[src/rtl/vga_pkg.sv]
`default_nettype none
// ============================================================================
// Package     : vga_pkg
// Description : Shared timing constants, coordinate type and helpers for the
//               VGA timing generator. Defaults describe 640x480@60 Hz driven
//               from a 50 MHz clock with a divide-by-2 pixel tick.
// Revision    : 1.0 - initial release
// ============================================================================
package vga_pkg;

  // Coordinate width; both scan totals must fit in this many bits.
  localparam int COORD_W   = 10;
  localparam int MAX_TOTAL = 1 << COORD_W;

  typedef logic [COORD_W-1:0] coord_t;

  // Default 640x480 timing (pixels / lines).
  localparam int DEF_H_DISPLAY = 640;
  localparam int DEF_H_FRONT   = 16;
  localparam int DEF_H_SYNC    = 96;
  localparam int DEF_H_BACK    = 48;
  localparam int DEF_V_DISPLAY = 480;
  localparam int DEF_V_FRONT   = 10;
  localparam int DEF_V_SYNC    = 2;
  localparam int DEF_V_BACK    = 33;
  localparam int DEF_TICK_DIV  = 2;

  // Sync pulses are active-low for the default mode.
  localparam bit DEF_SYNC_ACTIVE = 1'b0;

  function automatic int h_total(input int disp, input int front,
                                 input int sync, input int back);
    return disp + front + sync + back;
  endfunction

  function automatic int v_total(input int disp, input int front,
                                 input int sync, input int back);
    return disp + front + sync + back;
  endfunction

endpackage : vga_pkg
`default_nettype wire

[src/rtl/vga_tick_div.sv]
`default_nettype none
// ============================================================================
// Module      : vga_tick_div
// Description : Pixel-tick divider. Emits a one-clock strobe every TICK_DIV
//               clocks; the strobe is decoded from the counter register so it
//               is glitch-free. With TICK_DIV == 1 the strobe is constant 1.
// Revision    : 1.0 - initial release
// Ports       : clk    - system clock
//               reset  - synchronous, active-low reset
//               p_tick - one-clk pixel-enable strobe
// ============================================================================
module vga_tick_div #(
  parameter int TICK_DIV = 2
) (
  input  logic clk,
  input  logic reset,
  output logic p_tick
);

  generate
    if (TICK_DIV <= 1) begin : g_passthru
      // Every clock is a pixel clock; clk/reset are intentionally unused.
      logic unused_inputs;
      assign unused_inputs = clk ^ reset;
      assign p_tick        = 1'b1;
    end else begin : g_count
      localparam int CW = $clog2(TICK_DIV);
      localparam logic [CW-1:0] LAST = CW'(TICK_DIV - 1);

      logic [CW-1:0] tick_cnt;

      always_ff @(posedge clk) begin
        if (!reset) begin
          tick_cnt <= '0;
        end else if (tick_cnt == LAST) begin
          tick_cnt <= '0;
        end else begin
          tick_cnt <= tick_cnt + 1'b1;
        end
      end

      assign p_tick = (tick_cnt == LAST);
    end
  endgenerate

endmodule : vga_tick_div
`default_nettype wire

[src/rtl/vga_timing_gen.sv]
`default_nettype none
// ============================================================================
// Module      : vga_timing_gen
// Description : Parameterised VGA pixel-timing generator. Produces the pixel
//               tick, scan counters, sync pulses, video_on and line/frame
//               markers for the downstream text and RGB stages.
// Revision    : 1.0 - initial release
// Ports       : clk          - system clock
//               reset        - synchronous, active-low reset
//               hsync/vsync  - sync pulses, asserted level = SYNC_ACTIVE
//               video_on     - inside the visible window
//               p_tick       - one-clk pixel-enable strobe
//               pixel_x/y    - current column / row
//               end_of_line  - p_tick on the last column
//               end_of_frame - end_of_line on the last row
// ============================================================================
module vga_timing_gen
  import vga_pkg::*;
#(
  parameter int H_DISPLAY   = DEF_H_DISPLAY,
  parameter int H_FRONT     = DEF_H_FRONT,
  parameter int H_SYNC      = DEF_H_SYNC,
  parameter int H_BACK      = DEF_H_BACK,
  parameter int V_DISPLAY   = DEF_V_DISPLAY,
  parameter int V_FRONT     = DEF_V_FRONT,
  parameter int V_SYNC      = DEF_V_SYNC,
  parameter int V_BACK      = DEF_V_BACK,
  parameter int TICK_DIV    = DEF_TICK_DIV,
  parameter bit SYNC_ACTIVE = DEF_SYNC_ACTIVE
) (
  input  logic         clk,
  input  logic         reset,
  output logic         hsync,
  output logic         vsync,
  output logic         video_on,
  output logic         p_tick,
  output logic [9:0]   pixel_x,
  output logic [9:0]   pixel_y,
  output logic         end_of_line,
  output logic         end_of_frame
);

  localparam int H_TOTAL = h_total(H_DISPLAY, H_FRONT, H_SYNC, H_BACK);
  localparam int V_TOTAL = v_total(V_DISPLAY, V_FRONT, V_SYNC, V_BACK);

  localparam coord_t H_LAST   = coord_t'(H_TOTAL - 1);
  localparam coord_t V_LAST   = coord_t'(V_TOTAL - 1);
  localparam coord_t HS_START = coord_t'(H_DISPLAY + H_FRONT);
  localparam coord_t HS_END   = coord_t'(H_DISPLAY + H_FRONT + H_SYNC - 1);
  localparam coord_t VS_START = coord_t'(V_DISPLAY + V_FRONT);
  localparam coord_t VS_END   = coord_t'(V_DISPLAY + V_FRONT + V_SYNC - 1);

  // One bit wider so a display width equal to the full coordinate range
  // still compares correctly.
  localparam logic [COORD_W:0] H_DISP_W = (COORD_W+1)'(H_DISPLAY);
  localparam logic [COORD_W:0] V_DISP_W = (COORD_W+1)'(V_DISPLAY);

  generate
    if (H_TOTAL > MAX_TOTAL || V_TOTAL > MAX_TOTAL || TICK_DIV < 1) begin : g_param_check
      $error("vga_timing_gen: totals must be <= %0d and TICK_DIV >= 1", MAX_TOTAL);
    end
  endgenerate

  vga_tick_div #(
    .TICK_DIV (TICK_DIV)
  ) u_tick_div (
    .clk    (clk),
    .reset  (reset),
    .p_tick (p_tick)
  );

  coord_t x_next;
  coord_t y_next;
  logic   hsync_next;
  logic   vsync_next;
  logic   at_line_end;

  assign at_line_end = (pixel_x == H_LAST);

  always_comb begin
    x_next = pixel_x;
    y_next = pixel_y;
    if (p_tick) begin
      if (at_line_end) begin
        x_next = '0;
        y_next = (pixel_y == V_LAST) ? '0 : pixel_y + 1'b1;
      end else begin
        x_next = pixel_x + 1'b1;
      end
    end
  end

  // Syncs decode the counters' next values so they update on the same edge
  // as pixel_x/pixel_y and never skew against them.
  always_comb begin
    hsync_next = ((x_next >= HS_START) && (x_next <= HS_END)) ? SYNC_ACTIVE : !SYNC_ACTIVE;
    vsync_next = ((y_next >= VS_START) && (y_next <= VS_END)) ? SYNC_ACTIVE : !SYNC_ACTIVE;
  end

  always_ff @(posedge clk) begin
    if (!reset) begin
      pixel_x <= '0;
      pixel_y <= '0;
      hsync   <= !SYNC_ACTIVE;
      vsync   <= !SYNC_ACTIVE;
    end else begin
      pixel_x <= x_next;
      pixel_y <= y_next;
      hsync   <= hsync_next;
      vsync   <= vsync_next;
    end
  end

  assign video_on     = ({1'b0, pixel_x} < H_DISP_W) && ({1'b0, pixel_y} < V_DISP_W);
  assign end_of_line  = p_tick && at_line_end;
  assign end_of_frame = end_of_line && (pixel_y == V_LAST);

endmodule : vga_timing_gen
`default_nettype wire
[config.mk]
export PLATFORM = sky130hd
export DESIGN_NAME = vga_timing_gen
export DESIGN_NICKNAME = d
export VERILOG_FILES = /design/src/rtl/vga_pkg.sv /design/src/rtl/vga_tick_div.sv /design/src/rtl/vga_timing_gen.sv
export SDC_FILE = /design/constraint.sdc
export NUM_CORES = 1
export LEC_CHECK = 0
export CAP_MARGIN = 20
export CORE_MARGIN = 2
export CORE_UTILIZATION = 51
export DETAILED_ROUTE_END_ITERATION = 16
export PLACE_DENSITY = 0.86
export SYNTH_ARGS = -nofsm -noshare
export SYNTH_HDL_FRONTEND = slang
export SYNTH_SLANG_ARGS = --single-unit
[constraint.sdc]
create_clock -name clk -period 2 [get_ports clk]
set_input_delay 0.4 -clock clk [delete_from_list [all_inputs] [get_ports clk]]
set_output_delay 0.4 -clock clk [all_outputs]
set_load 0.02 [all_outputs]
Yosys cells after proc, flatten, opt, wreduce, memory -nomap -nowiden
Index checks and enable logic that the tools add are counted.
{"block": "word_totals", "ff_bits": 23, "in_bits": 2, "elab_cells": 30}
{"block": "op_classes", "n_addsub": 3, "order_cmp": 6, "eq_ne": 2, "n_mux": 7, "bitwise": 1, "n_reduce_logical": 6}
{"cell": "2-to-1 mux 10 bit", "count": 5}
{"cell": "adder 10 x 1 -> 10 bit (second input constant)", "count": 2}
{"cell": "== test 10 bit (second input constant)", "count": 2}
{"cell": ">= comparator 10 bit (second input constant)", "count": 1}
{"cell": ">= comparator 10 x 9 -> 1 bit (second input constant)", "count": 1}
{"cell": "<= comparator 10 bit (second input constant)", "count": 1}
{"cell": "<= comparator 10 x 9 -> 1 bit (second input constant)", "count": 1}
{"cell": "less-than comparator 10 bit (second input constant)", "count": 1}
{"cell": "less-than comparator 10 x 9 -> 1 bit (second input constant)", "count": 1}
{"cell": "logical AND 1 bit", "count": 5}
{"cell": "2-to-1 mux 1 bit", "count": 2}
{"cell": "OR reduction 2 bit", "count": 1}
{"cell": "adder 1 bit (second input constant)", "count": 1}
{"cell": "NOT 1 bit", "count": 1}

Logic depth before layout (Yosys ltp)
{"block": "logic_depth", "ltp_word": 7, "mapped_depth": 7}

Cells and area by module
From an unflattened synthesis, not the netlist that was laid out.
{"block": "unflattened", "hier_cells": 157, "area_unflattened_um2": 1318.8}
{"module": "vga_timing_gen", "n_inst": 1, "cells_each": 155, "area_each_um2": 1285.0, "seq_area_each_um2": 440.4}
{"module": "vga_tick_div", "n_inst": 1, "cells_each": 2, "area_each_um2": 33.8, "seq_area_each_um2": 20.0}

Worst setup path before layout
No wires, ideal clock.
{"block": "synth_timing", "path_type": "register -> output", "startpoint": "register pixel_x[0]", "endpoint": "output end_of_frame", "arrival_time_ns": 1.669, "required_time_ns": 1.600, "path_slack_ns": -0.069, "path_stages_with_launch": 6, "n_path_buf": 0, "path_cell_list": "dfxtp_1 -> ha_1 -> nand2_2 -> or3_4 -> clkinv_2 -> and2_1"}
{"block": "synth_between", "elab_chain_len": 3}
{"element": "from (decl)", "line_no": "vga_timing_gen.sv:37", "source": "output logic [9:0] pixel_x,"}
{"element": "from (signal assigned)", "line_no": "vga_timing_gen.sv:107", "source": "pixel_x <= x_next;"}
{"element": "== test 10 bit", "line_no": "vga_timing_gen.sv:78", "source": "assign at_line_end = (pixel_x == H_LAST);"}
{"element": "logical AND 1 bit", "line_no": "vga_timing_gen.sv:115", "source": "assign end_of_line = p_tick && at_line_end;"}
{"element": "named net end_of_line", "line_no": "vga_timing_gen.sv:39", "source": "output logic end_of_line,"}
{"element": "logical AND 1 bit", "line_no": "vga_timing_gen.sv:116", "source": "assign end_of_frame = end_of_line && (pixel_y == V_LAST);"}
{"element": "to (decl)", "line_no": "vga_timing_gen.sv:40", "source": "output logic end_of_frame"}
The timed path passes the listed nets, and every way through them passes these cells.

Worst setup path after layout
{"block": "layout_timing", "startpoint": "register pixel_x[6]", "endpoint": "output end_of_frame"}
{"block": "layout_between", "elab_chain_len": 3}
{"element": "== test 10 bit", "line_no": "vga_timing_gen.sv:78"}
{"element": "logical AND 1 bit", "line_no": "vga_timing_gen.sv:115"}
{"element": "logical AND 1 bit", "line_no": "vga_timing_gen.sv:116"}
Every way passes these cells.

==> flow_metrics.env <==
export IMPL_status="finished with violations"
export IMPL_violations="setup timing"
export IMPL_wl_per_cell_um=15.80
export IMPL_synthFlopType="dfxtp_1"
export IMPL_hold_buffers=0
export IMPL_synth_top_cell_by_area="dfxtp_1"
export IMPL_synth_adder_area_share_pct=2.667
export IMPL_yosys_area_share_simple_pct=37.16
export IMPL_nFillCells=199
export IMPL_fin_crit_sh_pct=100.6
export IMPL_htree_levels=1
export IMPL_fin_cells=261
export IMPL_cp_max_fo=3
export IMPL_ios=28
export IMPL_ctsLongestPathBuffers=2
export IMPL_grt_max_degree=14
export IMPL_synth_top_family_by_area="simple AND/OR/NAND/NOR gates"
export IMPL_cts_made_buffers=3
export IMPL_final_common_cell="buf_4"
export IMPL_dp_cells=253
export IMPL_post_dp_hpwl_mm=3.154
export IMPL_setup_violations=1
export IMPL_synthDominantCellAreaShare_pct=32.71
export IMPL_dieArea_sq_um=3196
export IMPL_mostFrequentLayoutCells="41 x buf_4, 24 x clkdlybuf4s50_1, 17 x nand2_1, 15 x dfxtp_1, 12 x nor2_1"
export IMPL_drv_slew=0
export IMPL_yosys_register_bits=23
export IMPL_detail_route_antenna_nets=0
export IMPL_worst_pin_slew_ns=0.3357
export IMPL_post_place_ws_ns=-0.1603
export IMPL_p_per_area_nw_per_um2=356.9
export IMPL_cts_sinks=23
export IMPL_drtIter0Drc=44
export IMPL_nets=236
export IMPL_yosysWarnings=0
export IMPL_drive_gt1_share_pct=31.30
export IMPL_grt_remaining_overflow=0
export IMPL_worstPathRequired_ns=1.60
export IMPL_gp_congestion=0.9401
export IMPL_syn_instance_count=164
export IMPL_rsz0062_at_grt="true"
export IMPL_startpoint_type="flop"
export IMPL_synthTopCellsByArea="dfxtp_1 33%, nand2_1 4.5%, xnor2_1 4.4%"
export IMPL_period_needed_ns=2.013
export IMPL_fin_area_sq_um=2083
export IMPL_start_util_pct=52.40
export IMPL_num_vias=1515
export IMPL_maxSlewHeadroom_pct=77.41
export IMPL_timing_fmax_mhz=496.8
export IMPL_synth_distinct_cells=49
export IMPL_async_flop_share_pct=0
export IMPL_area_growth_pct=48.00
export IMPL_postPlaceCellArea_sq_um=1967
export IMPL_utilization_pct=77.55
export IMPL_critPathArrivalTime_ns=1.61
export IMPL_wirelength_mm=4.124
export IMPL_grt_pass1_vias=1494
export IMPL_syn_cell_area_sq_um=1408
export IMPL_tritoncts="built"
export IMPL_fp_row_count=19
export IMPL_synth_compound_area_share_pct=16.09
export IMPL_drtPass1Iterations=4
export IMPL_end_kind="output pin"
export IMPL_antenna_found_initial=0
export IMPL_synth_area_per_cell_sq_um=8.583
export IMPL_skew_ns=0.01178
export IMPL_drcViolationCount=0
export IMPL_die_width_um=56.54
export IMPL_synth_nets=169
export IMPL_ir_drop_mv=0.3640
export IMPL_synth_edf_count=0
export IMPL_p_leak_uw=0.0007706
export IMPL_die_y_um=56.54
export IMPL_clkTransAtPathRegs_ns=0.12
export IMPL_maxCapViolCount=0
export IMPL_muxShareOfSynthArea_pct=1.422
export IMPL_viasPerCell=5.805
export IMPL_hold_class="flop to flop"
export IMPL_diodes=0
export IMPL_root_buffer="clkbuf_4"
export IMPL_grt_pass1_wl_mm=6.720
export IMPL_setup_slack_ns=-0.01286
export IMPL_crit_type="flop to output pin"
export IMPL_grt_usage_pct=26.92
export IMPL_ys_seq_area_share_pct=32.71
export IMPL_io_buffers=27
export IMPL_final_hold_viol_count=0
export IMPL_synth_xor_xnor_area_share_pct=5.600
export IMPL_total_power_uw=743.4
export IMPL_core_area_sq_um=2686
export IMPL_insertion_delay_ns=0.33
-- routing by layer --
layer | wire (um) | track usage [%] | vias up
li1 | - | - | 726
met1 | 1690 | 33.14 | 728
met2 | 2138 | 44.68 | 50
met3 | 194 | 4.608 | 11
met4 | 101 | 13.95 | 0
met5 | 0 | 0 | -
-- kinds of logic after synthesis --
group           after synthesis
mux                           2
buf+inv                      14
xor+xnor                      9
fa+ha+maj                     3
compound gates               29
simple gates                 84
flops                        23
-- Yosys cell counts (all sizes together), types with 3 or more instances --
library cell  instances
dfxtp                23
nand2                18
nor2                 12
nor3                  8
inv                   7
nand3                 7
o21ai                 7
xnor2                 7
nor2b                 6
nor4                  6
a21boi                5
and2                  5
clkbuf                5
nand4                 4
nand4bb               4
a21oi                 3
ha                    3
o21a                  3
-- flip-flops by register name, indices dropped and copies added (netlist names) --
name	flops
pixel_x	10
pixel_y	10
hsync	1
u_tick_div.p_tick	1
vsync	1
-- per-stage QoR --
step	hold WS (ns)	setup TNS [ns]
6_report	0.6068	-0.01286
5_1_grt	0.6613	-0.1253
4_1_cts	0.6107	-0.02536
3_5_place_dp	0.5928	-0.3019
3_3_place_gp	0.5775	-0.2088
2_1_floorplan	0.5282	0
-- worst paths after layout --
| path | startpoint | endpoint | slack [ns] | cells past startpoint |
|---|---|---|---|---|
| min | pixel_y[1] | pixel_y[1] | 0.61 | 3 |
| min reg2reg | pixel_y[1] | pixel_y[1] | 0.61 | 3 |
| max reg2reg | pixel_x[5] | vsync | 0.06 | 6 |
| max | pixel_x[6] | end_of_frame | -0.01 | 5 |
-- critical path, stage by stage (launching register included) --
cell and delay [ns]:
dfxtp_2 0.35, nand4bb_4 0.21, or3_4 0.42, inv_4 0.08, and2_4 0.13, buf_6 0.11
-- where the power goes --
part / switching (uW) / internal, uW / total, uW
Sequential: 3.90 / 463 / 467
Clock: 151 / 75.1 / 226
Combinational: 24.3 / 26.4 / 50.6
Total: 179 / 564 / 743
-- timing repair --
action,CTS,global route
pin swaps,1,5
endpoints found under the setup margin,5,4
gates resized for setup,14,17
setup buffers,1,3
-- layout make-up --
class | count | area [sq um] | share of cell area [%]
multi-input cells | 127 | 938.4 | 45.05
repair buffers | 68 | 575.6 | 27.63
flip-flops and latches | 23 | 470.5 | 22.58
well taps | 31 | 38.79 | 1.862
inverters | 8 | 32.53 | 1.562
clock buffers | 3 | 22.52 | 1.081
clock inverters | 1 | 5.005 | 0.2402
Note: power is estimated with default switching activity, not from simulation.
==> RTL edit 1, RTL diff (same settings) <==
Make the reset (`reset`) asynchronous in 2 clocked blocks. Comments in the files are not updated.
--- a/src/rtl/vga_tick_div.sv
+++ b/src/rtl/vga_tick_div.sv
@@ -30,5 +30,5 @@
       logic [CW-1:0] tick_cnt;
 
-      always_ff @(posedge clk) begin
+      always_ff @(posedge clk or negedge reset) begin
         if (!reset) begin
           tick_cnt <= '0;
--- a/src/rtl/vga_timing_gen.sv
+++ b/src/rtl/vga_timing_gen.sv
@@ -98,5 +98,5 @@
   end
 
-  always_ff @(posedge clk) begin
+  always_ff @(posedge clk or negedge reset) begin
     if (!reset) begin
       pixel_x <= '0;
Check against the original RTL: differs if reset is asserted again (counterexample within 4 cycles, from zero or initial values and one cycle with reset low); with reset held inactive, the same outputs for 10 cycles.
==> RTL edit 1 against the original RTL <==
Clock skew down 6.6 ps. Cell area down 10%. Synthesized cell count down 19%. Sequential cell count unchanged. Synthesized area down 6.7%. Highest routed layer unchanged. Fmax up 4.5%. Wire length down 14%. Hold slack worse by 190 ps. Sequential share of layout area up 8.4 points. Setup slack better by 86 ps. Cell count down 14%.
Power is not compared: it rests on default switching activity, and its combinational part moved more than twofold at a synthesized area within 25%.
==> RTL edit 1: results (changes against the original RTL) <==
metric;value;unit;change
Final Net Count;200;;was 236
status;finished clean;;was finished with violations
dominant cells by area after synthesis;dfrtp_1, xnor2_1, dfstp_2;;was dfxtp_1, nand2_1, xnor2_1
Global Route Usage Sum;27.9;%;was 26.9%
DR WL met2;1870;um;was 2140 um
maximum net fanout on the critical path;2;;was 3
met3 wire len;217;um;was 194 um
DR WL/cell;15.9;um;was 15.8 um
multiplexer share of the synthesized area;1.52;%;was 1.42%
Placed Area;1850;um2;was 1970 um2
Main synth FF type;dfrtp_1;;was dfxtp_1
net count after synthesis;138;;was 169
detailed-route via count;1300;;was 1515
XOR/XNOR share of the synthesized area;7.33;%;was 5.60%
DPL Wire Length;2740;um;was 3150 um
Top Family by Delay on Critical Path;simple AND/OR/NAND/NOR gates;;unchanged
postcts setup bufs;0;;was 1
met1 usage;30.4;%;was 33.1%
worst hold slack;421;ps;was 607 ps
Largest stage delay, worst path;400;ps;was 420 ps
adder-cell share of the synthesized area;2.86;%;was 2.67%
measured slew at the worst slew-check pin;362;ps;was 336 ps
post-synthesis compound-gate area fraction;11.2;%;was 16.1%
largest net degree at the start of global routing;24;;was 14
Hold Crit Class;input port to asynchronous set/reset pin;;was flop to flop
Synth cell types;44;;was 49
worst skew pair latency;310;ps;was 330 ps
R2R cell count;7;;was 6
met2 Use GR;50.6;%;was 44.7%
first-pass GRT wire length;5950;um;was 6720 um
Met1 Wirelength;1400;um;was 1690 um
GP Congestion;0.859;;was 0.940
CP max stage cell;dfrtp_1;;was or3_4
R2R Setup Slk;120;ps;was 60 ps
## RTL edit 1: changes by cell type in the layout (fill, tap and decap cells not counted), sizes merged, moves of 4 or more
cell | before | now
nand4bb | 4 | 0
nor2b | 6 | 0
dfxtp | 23 | 0
buf | 43 | 33
nand2 | 18 | 12
dfrtp | 0 | 21
a21boi | 5 | 0
## RTL edit 1: how the worst max path moves through the flow
stage / start / end / slack (ps) / depth (start not counted)
floorplan: pixel_y[0] / end_of_frame / 120 / 5
global placement: pixel_y[0] / end_of_frame / 3 / 6
detailed placement: pixel_y[0] / end_of_frame / -50 / 6
CTS: pixel_y[7] / video_on / 20 / 3
global route: pixel_y[0] / end_of_frame / -40 / 6
finish: pixel_y[0] / end_of_frame / 70 / 6
## RTL edit 1: stage by stage
stage / power (mW) / setup TNS, ps / setup slack (ps) / std cells / util (%)
5_1_grt: 0.718 / -36.2 / -36.2 / 224 / 76.1
2_1_floorplan: 0.474 / 0 / 123 / 133 / -
3_3_place_gp: 0.486 / 0 / 3.26 / 220 / 75.2
6_report: 0.699 / 0 / 73.0 / 224 / 76.1
3_5_place_dp: 0.487 / -54.9 / -51.8 / 220 / 75.2
4_1_cts: 0.706 / 0 / 20.1 / 224 / 75.9
## RTL edit 1: layout make-up
class                   count  share of cell area, %
flip-flops and latches     23                   30.9
clock inverters             1                  0.268
repair buffers             58                   26.4
well taps                  30                   2.01
clock buffers               3                   1.21
multi-input cells         101                   36.8
inverters                   8                   2.34
## RTL edit 1: power groups by stage
stage                logic (mW)  registers (mW)  clock network, mW
floorplan           0.000000242           0.474                  0
global placement         0.0123           0.474                  0
detailed placement       0.0128           0.474                  0
CTS                      0.0128           0.465              0.228
global route             0.0141           0.465              0.239
finish                   0.0121           0.465              0.222
==> RTL edit 2, RTL diff (same settings) <==
Made on the original files. Set the package constant `DEF_SYNC_ACTIVE` to 1'b1 (it was 1'b0).
--- a/src/rtl/vga_pkg.sv
+++ b/src/rtl/vga_pkg.sv
@@ -27,5 +27,5 @@
 
   // Sync pulses are active-low for the default mode.
-  localparam bit DEF_SYNC_ACTIVE = 1'b0;
+  localparam bit DEF_SYNC_ACTIVE = 1'b1;
 
   function automatic int h_total(input int disp, input int front,
Formal check against the unedited RTL: not equivalent (Yosys sat finds a counterexample within 4 cycles, from zero or initial values and one cycle with reset low).
==> RTL edit 2 against the original RTL <==
Wire length up 3.0%. Sequential cell count unchanged. The flow still finishes with violations (negative setup slack). Synthesized area down 3.6%. Fmax down 17%. Setup slack worse by 420 ps. Hold slack better by 5.4 ps. Cell area up 0.36%. Critical path type unchanged. Power down 0.41%.
==> RTL edit 2: results (changes against the original RTL) <==
metric;value;unit;change
R2R Setup Slk;-350;ps;was 60 ps
synth cell count leaders;dfxtp_1, nand2_1, nor2_1, nand3_1;;was dfxtp_1, nand2_1, nor2_1, nor3_1
dominant cells by area after synthesis;dfxtp_1, nand2_1, xnor2_1;;unchanged
Final Net Count;233;;was 236
XOR/XNOR share of the synthesized area;7.75;%;was 5.60%
worst hold slack;612;ps;was 607 ps
crit path from;pixel_y[0];;was pixel_x[6]
GP Congestion;0.890;;was 0.940
adder-cell share of the synthesized area;2.77;%;was 2.67%
drt first pass iters;5;;was 4
multiplexer share of the synthesized area;1.48;%;was 1.42%
maximum net fanout on the critical path;2;;was 3
failing checks;negative setup slack;;unchanged
Setup WS post-layout;-430;ps;was -12.9 ps
CP max stage cell;or4b_4;;was or3_4
Setup WS pre-CTS;-571;ps;was -160 ps
post-synthesis compound-gate area fraction;12.9;%;was 16.1%
# fillers;133;;was 199
share of post-route cells with drive strength above 1;33.0;%;was 31.3%
Global Route Usage Sum;26.0;%;was 26.9%
final wirelength;4250;um;was 4120 um
status;finished with violations;;unchanged
Syn Area/Cell;8.48;um2;was 8.58 um2
vias in the first global route;1396;;was 1494
DPL Wire Length;2850;um;was 3150 um
Largest stage delay, worst path;470;ps;was 420 ps
first-pass GRT wire length;6460;um;was 6720 um
Synth cell types;55;;was 49
maximum VDD drop;0.000393;V;was 0.000364 V
Placed Cells;246;;was 253
initial DRC count;58;;was 44
largest net degree at the start of global routing;13;;was 14
min-delay src;u_tick_div.p_tick;;was pixel_y[1]
final setup fails;11;;was 1
Data arrival, critical path;2030;ps;was 1610 ps
RTL edit 2: kinds of logic (layout without fill, tap and decap cells):
group	after synthesis	in the layout
xor+xnor	12	12
fa+ha+maj	3	3
simple gates	83	83
compound gates	24	24
buf+inv	13	80
mux	2	2
flops	23	23
RTL edit 2: routing by layer:
metal | GRT usage, % | part of all wire [%] | vias to the layer above
met5 | 0 | 0 | -
met3 | 3.49 | 7.7 | 17
li1 | - | - | 717
met2 | 43.9 | 49 | 90
met1 | 34.8 | 41 | 722
met4 | 6.97 | 2.4 | 0
RTL edit 2: timing repair:
action,CTS,global route
pin swaps,4,15
resized for setup,17,15
setup buffers,5,5
endpoints found under the setup margin,12,14
RTL edit 2: path summary, 6_finish.rpt:
kind	cells past startpoint	to
worst min register to register	2	u_tick_div.p_tick
worst min-delay path	2	u_tick_div.p_tick
worst max register to register	9	vsync
worst max-delay path	6	end_of_frame
RTL edit 2: cell type report:
type	count	area (um2)	area share (%)
flip-flops and latches	23	472	22.6
inverters	7	31.3	1.50
clock buffers	4	26.3	1.26
multi-input cells	124	930	44.5
well taps	30	37.5	1.80
repair buffers	69	594	28.4
RTL edit 2: through the flow:
stage | utilization (%) | setup TNS (ps)
after CTS | 80.9 | -845
final | 83.6 | -1960
after global routing | 83.6 | -2600
after detailed placement | 76.9 | -1410
after floorplan | - | -54.0
after global placement | 76.9 | -902
RTL edit 2: where the power goes:
group | leakage (nW) | switching, mW | internal [mW]
registers | 0.189 | 0.00257 | 0.460
clock network | 0.0150 | 0.151 | 0.0781
logic | 0.570 | 0.0251 | 0.0233
total | 0.774 | 0.179 | 0.562
RTL edit 2: worst min-delay path, stage by stage, from the launching register on:
cell and delay (ps):
dfxtp_1 370, buf_4 170, nor2b_1 50
